$ cat config.mk
export PLATFORM = sky130hd
export DESIGN_NAME = flippy_game_engine
export DESIGN_NICKNAME = d
export VERILOG_FILES = /design/src/rtl/flippy_game_engine.sv
export SDC_FILE = /design/constraint.sdc
export NUM_CORES = 1
export LEC_CHECK = 0
export CAP_MARGIN = 10
export CORE_ASPECT_RATIO = 1.4
export CORE_MARGIN = 4
export CORE_UTILIZATION = 53
export DETAILED_ROUTE_END_ITERATION = 12
export GPL_ROUTABILITY_DRIVEN = 0
export GPL_TIMING_DRIVEN = 0
export PLACE_DENSITY = 0.84
export SLEW_MARGIN = 15
export SYNTH_ARGS = -nofsm -noshare
export SYNTH_HDL_FRONTEND = slang
export SYNTH_SLANG_ARGS = --single-unit
$ cat constraint.sdc
create_clock -name clock -period 4.3 [get_ports clock]
set_input_delay 0.86 -clock clock [delete_from_list [all_inputs] [get_ports clock]]
set_output_delay 0.86 -clock clock [all_outputs]
set_load 0.05 [all_outputs]
$ cat src/rtl/flippy_game_engine.sv
// flippy_game_engine
//   Game core for Flippy Bit. NUM_COLS columns each carry a falling letter.
//   The letters come from one shared 16-bit Galois LFSR. A fall timer steps
//   the columns and speeds up as the score rises. An IDLE/PLAY/OVER state
//   machine handles matching, scoring and game over.
// Ports
//   clock        : only clock
//   reset_signal : synchronous, active-high reset; wins over every other input
//   start        : start/restart pulse; honoured in IDLE and OVER only
//   user_input   : player switch value compared against column letters
//   submit       : compare strobe, only consulted when MATCH_MODE = 1
//   ypos         : column i row at [i*YPOS_W +: YPOS_W]
//   letter       : column i letter at [i*DATA_W +: DATA_W]
//   col_active   : column i is falling and visible
//   correct      : one-cycle pulse per cleared column
//   score        : saturating point count
//   level        : speed level, min(score / SPEEDUP, MAX_LEVEL)
//   game_over    : high while in OVER
module flippy_game_engine #(
    parameter int          NUM_COLS   = 3,
    parameter int          DATA_W     = 8,
    parameter int          ROWS       = 30,
    parameter int          YPOS_W     = 5,
    parameter int          TICK_DIV   = 25000000,
    parameter int          SPAWN_GAP  = 4,
    parameter int          SPEEDUP    = 8,
    parameter int          MAX_LEVEL  = 5,
    parameter int          SCORE_W    = 8,
    parameter int          MATCH_MODE = 0,
    parameter logic [15:0] LFSR_SEED  = 16'hACE1
) (
    input  logic                         clock,
    input  logic                         reset_signal,
    input  logic                         start,
    input  logic [DATA_W-1:0]            user_input,
    input  logic                         submit,
    output logic [NUM_COLS*YPOS_W-1:0]   ypos,
    output logic [NUM_COLS*DATA_W-1:0]   letter,
    output logic [NUM_COLS-1:0]          col_active,
    output logic [NUM_COLS-1:0]          correct,
    output logic [SCORE_W-1:0]           score,
    output logic [2:0]                   level,
    output logic                         game_over
);

    typedef enum logic [1:0] {S_IDLE = 2'd0, S_PLAY = 2'd1, S_OVER = 2'd2} state_t;

    localparam int CD_W = 16;

    // One Galois step for x^16 + x^14 + x^13 + x^11
    function automatic logic [15:0] lfsr_step(input logic [15:0] v);
        return {1'b0, v[15:1]} ^ (v[0] ? 16'hB400 : 16'h0000);
    endfunction

    // Low DATA_W bits of v rotated left by 3*col, nudged off the current input
    function automatic logic [DATA_W-1:0] spawn_value(input logic [15:0] v, input int col,
                                                      input logic [DATA_W-1:0] u);
        logic [DATA_W-1:0] r;
        int sh;
        sh = (3 * col) % 16;
        for (int b = 0; b < DATA_W; b++) begin
            r[b] = v[4'((b + 16 - sh) % 16)];
        end
        if (r == u) begin
            r = r + DATA_W'(1);
        end else begin
            r = r;
        end
        return r;
    endfunction

    // Speed level reached by a given score
    function automatic logic [2:0] level_of(input logic [SCORE_W-1:0] s);
        int q;
        q = int'(s) / SPEEDUP;
        if (q > MAX_LEVEL) begin
            q = MAX_LEVEL;
        end else begin
            q = q;
        end
        return 3'(q);
    endfunction

    // Fall step period; never below one cycle even when the shift empties TICK_DIV
    function automatic logic [31:0] period_of(input logic [2:0] lvl);
        int p;
        p = TICK_DIV >> lvl;
        if (p < 1) begin
            p = 1;
        end else begin
            p = p;
        end
        return 32'(p);
    endfunction

    // Number of set bits in a column mask
    function automatic logic [3:0] popcount(input logic [NUM_COLS-1:0] m);
        logic [3:0] c;
        c = 4'd0;
        for (int i = 0; i < NUM_COLS; i++) begin
            c = c + {3'b000, m[i]};
        end
        return c;
    endfunction

    state_t                state_r;
    logic [15:0]           lfsr_r;
    logic [31:0]           tick_cnt_r;
    logic [2:0]            level_r;
    logic [SCORE_W-1:0]    score_r;
    logic [NUM_COLS-1:0]   col_active_r;
    logic [NUM_COLS-1:0]   correct_r;
    logic                  game_over_r;
    logic [YPOS_W-1:0]     ypos_r   [NUM_COLS];
    logic [DATA_W-1:0]     letter_r [NUM_COLS];
    logic [CD_W-1:0]       cd_r     [NUM_COLS];

    logic [31:0]           period_s;
    logic                  tick_s;
    logic [2:0]            level_next_s;
    logic                  start_game_s;
    logic [NUM_COLS-1:0]   match_s;
    logic                  miss_s;
    logic [SCORE_W:0]      sum_s;
    logic [SCORE_W-1:0]    score_next_s;
    logic [DATA_W-1:0]     spawn_letter_s [NUM_COLS];

    // Fall timer tick, next level and fresh-game request
    always_comb begin
        period_s     = period_of(level_r);
        tick_s       = (state_r == S_PLAY) && (tick_cnt_r == (period_s - 32'd1));
        level_next_s = level_of(score_r);
        start_game_s = start && (state_r != S_PLAY);
    end

    // Per-column match and bottom-row miss; a matching column can never miss
    always_comb begin
        match_s = '0;
        miss_s  = 1'b0;
        for (int i = 0; i < NUM_COLS; i++) begin
            if ((state_r == S_PLAY) && col_active_r[i] && (letter_r[i] == user_input) &&
                ((MATCH_MODE == 0) || submit)) begin
                match_s[i] = 1'b1;
            end else begin
                match_s[i] = 1'b0;
            end
            if (tick_s && col_active_r[i] && !match_s[i] &&
                (ypos_r[i] == YPOS_W'(ROWS - 1))) begin
                miss_s = 1'b1;
            end else begin
                miss_s = miss_s;
            end
        end
    end

    // Saturating score after this cycle's clears
    always_comb begin
        sum_s = {1'b0, score_r} + (SCORE_W + 1)'(popcount(match_s));
        if (sum_s[SCORE_W]) begin
            score_next_s = '1;
        end else begin
            score_next_s = sum_s[SCORE_W-1:0];
        end
    end

    // Letter each column would take if it spawned this cycle
    always_comb begin
        for (int i = 0; i < NUM_COLS; i++) begin
            spawn_letter_s[i] = spawn_value(lfsr_r, i, user_input);
        end
    end

    // Game state machine, column motion, scoring and LFSR
    always_ff @(posedge clock) begin
        if (reset_signal) begin
            state_r      <= S_IDLE;
            lfsr_r       <= LFSR_SEED;
            tick_cnt_r   <= 32'd0;
            level_r      <= 3'd0;
            score_r      <= '0;
            col_active_r <= '0;
            correct_r    <= '0;
            game_over_r  <= 1'b0;
            for (int i = 0; i < NUM_COLS; i++) begin
                ypos_r[i]   <= '0;
                letter_r[i] <= '0;
                cd_r[i]     <= '0;
            end
        end else if (start_game_s) begin
            state_r     <= S_PLAY;
            tick_cnt_r  <= 32'd0;
            level_r     <= 3'd0;
            score_r     <= '0;
            correct_r   <= '0;
            game_over_r <= 1'b0;
            for (int i = 0; i < NUM_COLS; i++) begin
                ypos_r[i] <= '0;
                if ((i * SPAWN_GAP) == 0) begin
                    col_active_r[i] <= 1'b1;
                    letter_r[i]     <= spawn_letter_s[i];
                    cd_r[i]         <= '0;
                end else begin
                    col_active_r[i] <= 1'b0;
                    letter_r[i]     <= '0;
                    cd_r[i]         <= CD_W'(i * SPAWN_GAP);
                end
            end
        end else begin
            case (state_r)
                S_PLAY: begin
                    lfsr_r  <= lfsr_step(lfsr_r);
                    level_r <= level_next_s;
                    if (level_next_s != level_r) begin
                        tick_cnt_r <= 32'd0;
                    end else if (tick_s) begin
                        tick_cnt_r <= 32'd0;
                    end else begin
                        tick_cnt_r <= tick_cnt_r + 32'd1;
                    end
                    if (miss_s) begin
                        // Board freezes exactly as it stood before the fatal tick
                        state_r     <= S_OVER;
                        game_over_r <= 1'b1;
                        correct_r   <= '0;
                    end else begin
                        correct_r <= match_s;
                        score_r   <= score_next_s;
                        for (int i = 0; i < NUM_COLS; i++) begin
                            if (match_s[i]) begin
                                col_active_r[i] <= 1'b0;
                                ypos_r[i]       <= '0;
                                cd_r[i]         <= CD_W'(SPAWN_GAP);
                            end else if (tick_s) begin
                                if (col_active_r[i]) begin
                                    ypos_r[i] <= ypos_r[i] + YPOS_W'(1);
                                end else if (cd_r[i] <= CD_W'(1)) begin
                                    col_active_r[i] <= 1'b1;
                                    ypos_r[i]       <= '0;
                                    letter_r[i]     <= spawn_letter_s[i];
                                    cd_r[i]         <= '0;
                                end else begin
                                    cd_r[i] <= cd_r[i] - CD_W'(1);
                                end
                            end else begin
                                cd_r[i] <= cd_r[i];
                            end
                        end
                    end
                end
                S_OVER: begin
                    correct_r   <= '0;
                    game_over_r <= 1'b1;
                end
                S_IDLE: begin
                    correct_r   <= '0;
                    game_over_r <= 1'b0;
                end
                default: begin
                    state_r     <= S_IDLE;
                    correct_r   <= '0;
                    game_over_r <= 1'b0;
                end
            endcase
        end
    end

    // Pack per-column registers onto the flat output buses
    always_comb begin
        ypos   = '0;
        letter = '0;
        for (int i = 0; i < NUM_COLS; i++) begin
            ypos[i*YPOS_W +: YPOS_W]   = ypos_r[i];
            letter[i*DATA_W +: DATA_W] = letter_r[i];
        end
    end

    assign col_active = col_active_r;
    assign correct    = correct_r;
    assign score      = score_r;
    assign level      = level_r;
    assign game_over  = game_over_r;

endmodule

## After elaboration in Yosys (flattened, before gate mapping)

Memory sizes are Yosys's and may differ from the RTL's.
Index checks and enable logic that the tools add are counted.

- $add $sub $neg: 12
- Magnitude comparators: 5
- Equal/unequal tests: 18
- Shift operators: 1
- Muxes and demuxes: 185
- Bitwise gates (word level): 38
- Reductions and logical operators: 35

Operators by type and width:

| kind | count |
|---|---|
| $mux 16 | 16 |
| $mux 1 | 140 |
| $mux 32 | 3 |
| $mux 8 | 10 |
| $mux 5 | 12 |
| $eq 8x8->1 | 6 |
| $le 16x1->1 const B | 3 |
| $sub 16x1->16 const B | 3 |
| $or 1x1->1 | 33 |
| $add 32x1->32 const B | 1 |
| $eq 32x32->1 | 1 |
| $lt 32x2->1 const B | 1 |
| $shr 25x3->32 const A | 1 |
| $sub 32x1->32 const B | 1 |
| $logic_and 1x1->1 | 17 |
| $xor 15x16->16 | 1 |
| $add 5x1->5 const B | 3 |
| $eq 5x5->1 const B | 3 |
| $add 8x3->9 | 1 |
| $reduce_and 3->1 | 3 |
| $add 8x1->8 const B | 1 |
| $reduce_and 2->1 | 4 |
| $reduce_bool 2->1 | 3 |
| $gt 5x3->1 const B | 1 |
| 18 further kinds | 26 |

- Register bits: 68
- RAM bits: 87
- Input port bits: 12
- Output and inout port bits: 57
- Logic and storage cells: 308
- Memories: 3

Memory list:

| name | depth | bits a word | rd ports | clocked after Yosys merged registers in | write ports | RTL line | RTL |
|---|---|---|---|---|---|---|---|
| cd_r | 3 | 16 | 3 | 0 | 3 | 116 | `logic [CD_W-1:0] cd_r [NUM_COLS];` |
| letter_r | 3 | 8 | 3 | 0 | 3 | 115 | `logic [DATA_W-1:0] letter_r [NUM_COLS];` |
| ypos_r | 3 | 5 | 3 | 0 | 3 | 114 | `logic [YPOS_W-1:0] ypos_r [NUM_COLS];` |

## Depth between registers and ports, before layout

- Depth after elaboration: 21
- Depth in mapped cells: 16
- Gate-level depth less buffers: 13

## Least setup slack after synthesis

OpenSTA, ideal clock, no wires.

- Kind: reg-to-reg
- From: reg level_r[2], in the netlist level[2]
- To: mem cd_r[2][0] (enable)
- Library setup time: 0.411 ns
- Data arrival time: 4.254 ns
- Data required time: 3.889 ns
- Slack: -0.365 ns
- Stages on the path, launching flop included: 14
- Buffers on the path: 3
- Clock period less this slack: 4.665 ns
- Cells stage by stage: dfxtp_1 -> buf_4 -> buf_4 -> buf_2 -> nor2b_1 -> nand2_1 -> ha_1 -> or4_1 -> o211ai_1 -> xor2_1 -> or3_4 -> nor3_1 -> nand2b_1 -> o21ai_0

RTL lines:

| element | RTL line | RTL |
|---|---|---|
| start, declared | 109 | `logic [2:0] level_r;` |
| start signal, assigned | 212 | `level_r <= level_next_s;` |
| end, declared | 116 |  |

==> results.sh <==
export IMPL_mostFrequentLayoutCells="nor2_1 (140), nand2_1 (83), edfxtp_1 (78)"
export IMPL_start_kind="flop"
export IMPL_multi_input_area_mm2=0.00465
export IMPL_drt_iter0_markers=701
export IMPL_muxShareOfSynthArea=0.0164
export IMPL_worstSkewPairLatency_ns=0.44
export IMPL_grt_use_total=0.243
export IMPL_tns_ns=0
export IMPL_dpl_cell_area_mm2=0.00951
export IMPL_critPathMostFrequentCell="buf_4"
export IMPL_netlist_top_cells_area="edfxtp_1 (27%), dfxtp_1 (16%), nor2_1 (6.1%), xnor2_1 (5.9%), xor2_1 (4.3%)"
export IMPL_tightestPinTransition_ns=0.835
export IMPL_status="complete, no violations"
export IMPL_synth_simple_area_share=0.257
export IMPL_crit_path_max_incr_delay_ns=0.41
export IMPL_root_buffer="clkbuf_16"
export IMPL_power_density_mw_per_mm2=354
export IMPL_ys_types=79
export IMPL_wl_per_cell_um=17.8
export IMPL_fin_nets=1081
export IMPL_cts_buffers=17
export IMPL_syn_inst=958
export IMPL_yosysTopAreaCell="edfxtp_1"
export IMPL_ctsHoldBuffers=0
export IMPL_max_freq_ghz=0.244
export IMPL_layout_commonest_cell="nor2_1"
export IMPL_critPathArrivalTime_ns=4.25
export IMPL_path_class="flop to flop"
export IMPL_cts_sinks=146
export IMPL_cp_top_family="simple AND/OR/NAND/NOR gates"
export IMPL_synth_edff_count=78
export IMPL_pin_count=69
export IMPL_cp_max_fo=10
export IMPL_startpoint="level[2]$_SDFFE_PP0P_"
export IMPL_vdd_drop_max_uv=526
export IMPL_hp_class="flop to flop"
export IMPL_ys_warn_count=0
export IMPL_seq_area_frac_synth=0.429
export IMPL_area_growth_pct=18.5
export IMPL_hp_start="lfsr_r[12]$_SDFFE_PP0P_"
export IMPL_fp_row_count=55
export IMPL_cellLeakagePower_nw=3.60
export IMPL_synthDominantCellAreaShare=0.271
export IMPL_fp_dieH_um=159
export IMPL_clock_path_buffers=2
export IMPL_cts_tree="done"
export IMPL_avgSynthCellArea_um2=9.02
export IMPL_synth_top_flop_cell="edfxtp_1"
export IMPL_htree_levels=4
export IMPL_regArea_mm2=0.00371
export IMPL_r2r_start="level[2]$_SDFFE_PP0P_"
export IMPL_wirelength_um=22400
export IMPL_synth_top_family_by_area="simple AND/OR/NAND/NOR gates"
export IMPL_syn_cell_area_mm2=0.00864
export IMPL_drive_gt1_frac=0.0943
export IMPL_crit_required_ns=4.45
export IMPL_drc=0
export IMPL_yosys_register_bits=146
export IMPL_path_buf_inv=6
export IMPL_finalSetupViolations=0
export IMPL_drtAntennaViolNets=0
export IMPL_hold_violations=0
export IMPL_synth_adder_area_share=0.0348
export IMPL_die_area_mm2=0.0184
export IMPL_grt_antenna_before_repair=0
export IMPL_critPathCaptureType="flop"
export IMPL_fin_area_mm2=0.0102
export IMPL_report_final_slew_viol_count=0
export IMPL_period_minus_slack_ns=4.10
export IMPL_port_buffers=58
export IMPL_die_x_um=116
export IMPL_fillers=1248
export IMPL_ys_async_sr_fraction=0
export IMPL_slowest_stage="or4_1"
export IMPL_clock_skew_final_ns=0.0113
export IMPL_max_cap_viol_count=0
export IMPL_min_period_over_period=0.954
export IMPL_synth_compound_area_frac=0.116
export IMPL_cp_cell_sequence="buf_4 -> buf_4 -> buf_6 -> nor2b_2 -> nand2_1 -> ha_1 -> or4_1 -> o211ai_1 -> xor2_1 -> or3_4 -> or3_1 -> buf_2 -> nor4_4 -> inv_2 -> o211ai_1 -> buf_4"
export IMPL_grt_pass1_vias=7485
export IMPL_max_slew_margin=0.443
export IMPL_n_antenna_cell=0
export IMPL_synth_xor_area_frac=0.101
export IMPL_start_util=0.536
export IMPL_grt_pass1_wl_um=36100
export IMPL_coreArea_mm2=0.0161
export IMPL_grt_overflow=0
export IMPL_clk_pin_slew_worst_paths_ns=0.06
export IMPL_hpwl_um=16000
export IMPL_avgViaCountPerCell=6.03
export IMPL_grt_max_degree=17
export IMPL_firstDrtPassIters=5
export IMPL_vias=7595
[layer usage]
metal / up-vias / track usage / routed length [um]
met5: - / 0 / 0
met4: 0 / 0.129 / 1080
met3: 91 / 0.0422 / 1310
met2: 324 / 0.425 / 11500
met1: 3591 / 0.276 / 8460
li1: 3589 / - / -
[final cells by class]
| class | count | area share |
|---|---|---|
| inverter | 29 | 0.0106 |
| buffer | 56 | 0.0285 |
| tap | 199 | 0.0243 |
| sequential | 146 | 0.362 |
| multi-input combinational | 734 | 0.454 |
| clock inverter | 15 | 0.0169 |
| timing repair buffer | 63 | 0.0616 |
| clock buffer | 17 | 0.0416 |
[registers in the layout, indices dropped and copies added (netlist names)]
signal,count
cd_r,48
tick_cnt_r,32
lfsr_r,16
letter_r,15
ypos_r,15
score,8
col_active,3
correct,3
level,3
state_r,2
game_over,1
[per-stage QoR]
| stage | worst slack (ns) | total power, mW | util | hold slack, ns | std cells |
|---|---|---|---|---|---|
| after floorplan | 0.0408 | 1.97 | - | 0.438 | 966 |
| after global placement | -0.303 | 2.10 | 0.590 | 0.449 | 1223 |
| after detailed placement | -0.251 | 2.11 | 0.590 | 0.453 | 1223 |
| after CTS | 0.0356 | 3.61 | 0.630 | 0.469 | 1255 |
| after global routing | -0.00444 | 3.74 | 0.636 | 0.505 | 1259 |
| final | 0.199 | 3.62 | 0.636 | 0.470 | 1259 |
[logic make-up after synthesis]
logic type | count (synthesis)
compound gates | 145
buf+inv | 86
fa+ha+maj | 23
mux | 14
other cells | 1
xor+xnor | 100
simple gates | 443
flops | 146
[synthesized netlist by cell type (all sizes together) (10+ instances only)]
cell,n
a21oi,26
and3,17
buf,27
clkbuf,30
dfxtp,68
edfxtp,78
ha,20
inv,29
mux2i,13
nand2,84
nand2b,10
nand3,37
nand4,14
nor2,142
nor2b,16
nor3,41
nor4,22
o21ai,32
xnor2,58
xor2,42
[path summary, 6_finish.rpt]
kind                                end  slack (ns)  cells past startpoint
max          ypos_r[0][0]$_SDFFCE_PP0P_        0.20                     16
min             lfsr_r[11]$_SDFFE_PP1P_        0.47                      1
max reg2reg  ypos_r[0][0]$_SDFFCE_PP0P_        0.20                     16
min reg2reg     lfsr_r[11]$_SDFFE_PP1P_        0.47                      1
[repair_timing]
item / in CTS / in global routing
setup buffers: 0 / 5
pin swaps: 0 / 5
resized for setup: 7 / 15
endpoints found under the setup margin: 52 / 118
hold endpoints to repair: 0 / 0
[power breakdown]
group	switching, mW	internal [mW]	total (mW)
Sequential	0.0657	1.54	1.60
Clock	0.639	0.870	1.51
Combinational	0.324	0.184	0.508
Total	1.03	2.59	3.62
(Power assumes the default switching activity.)
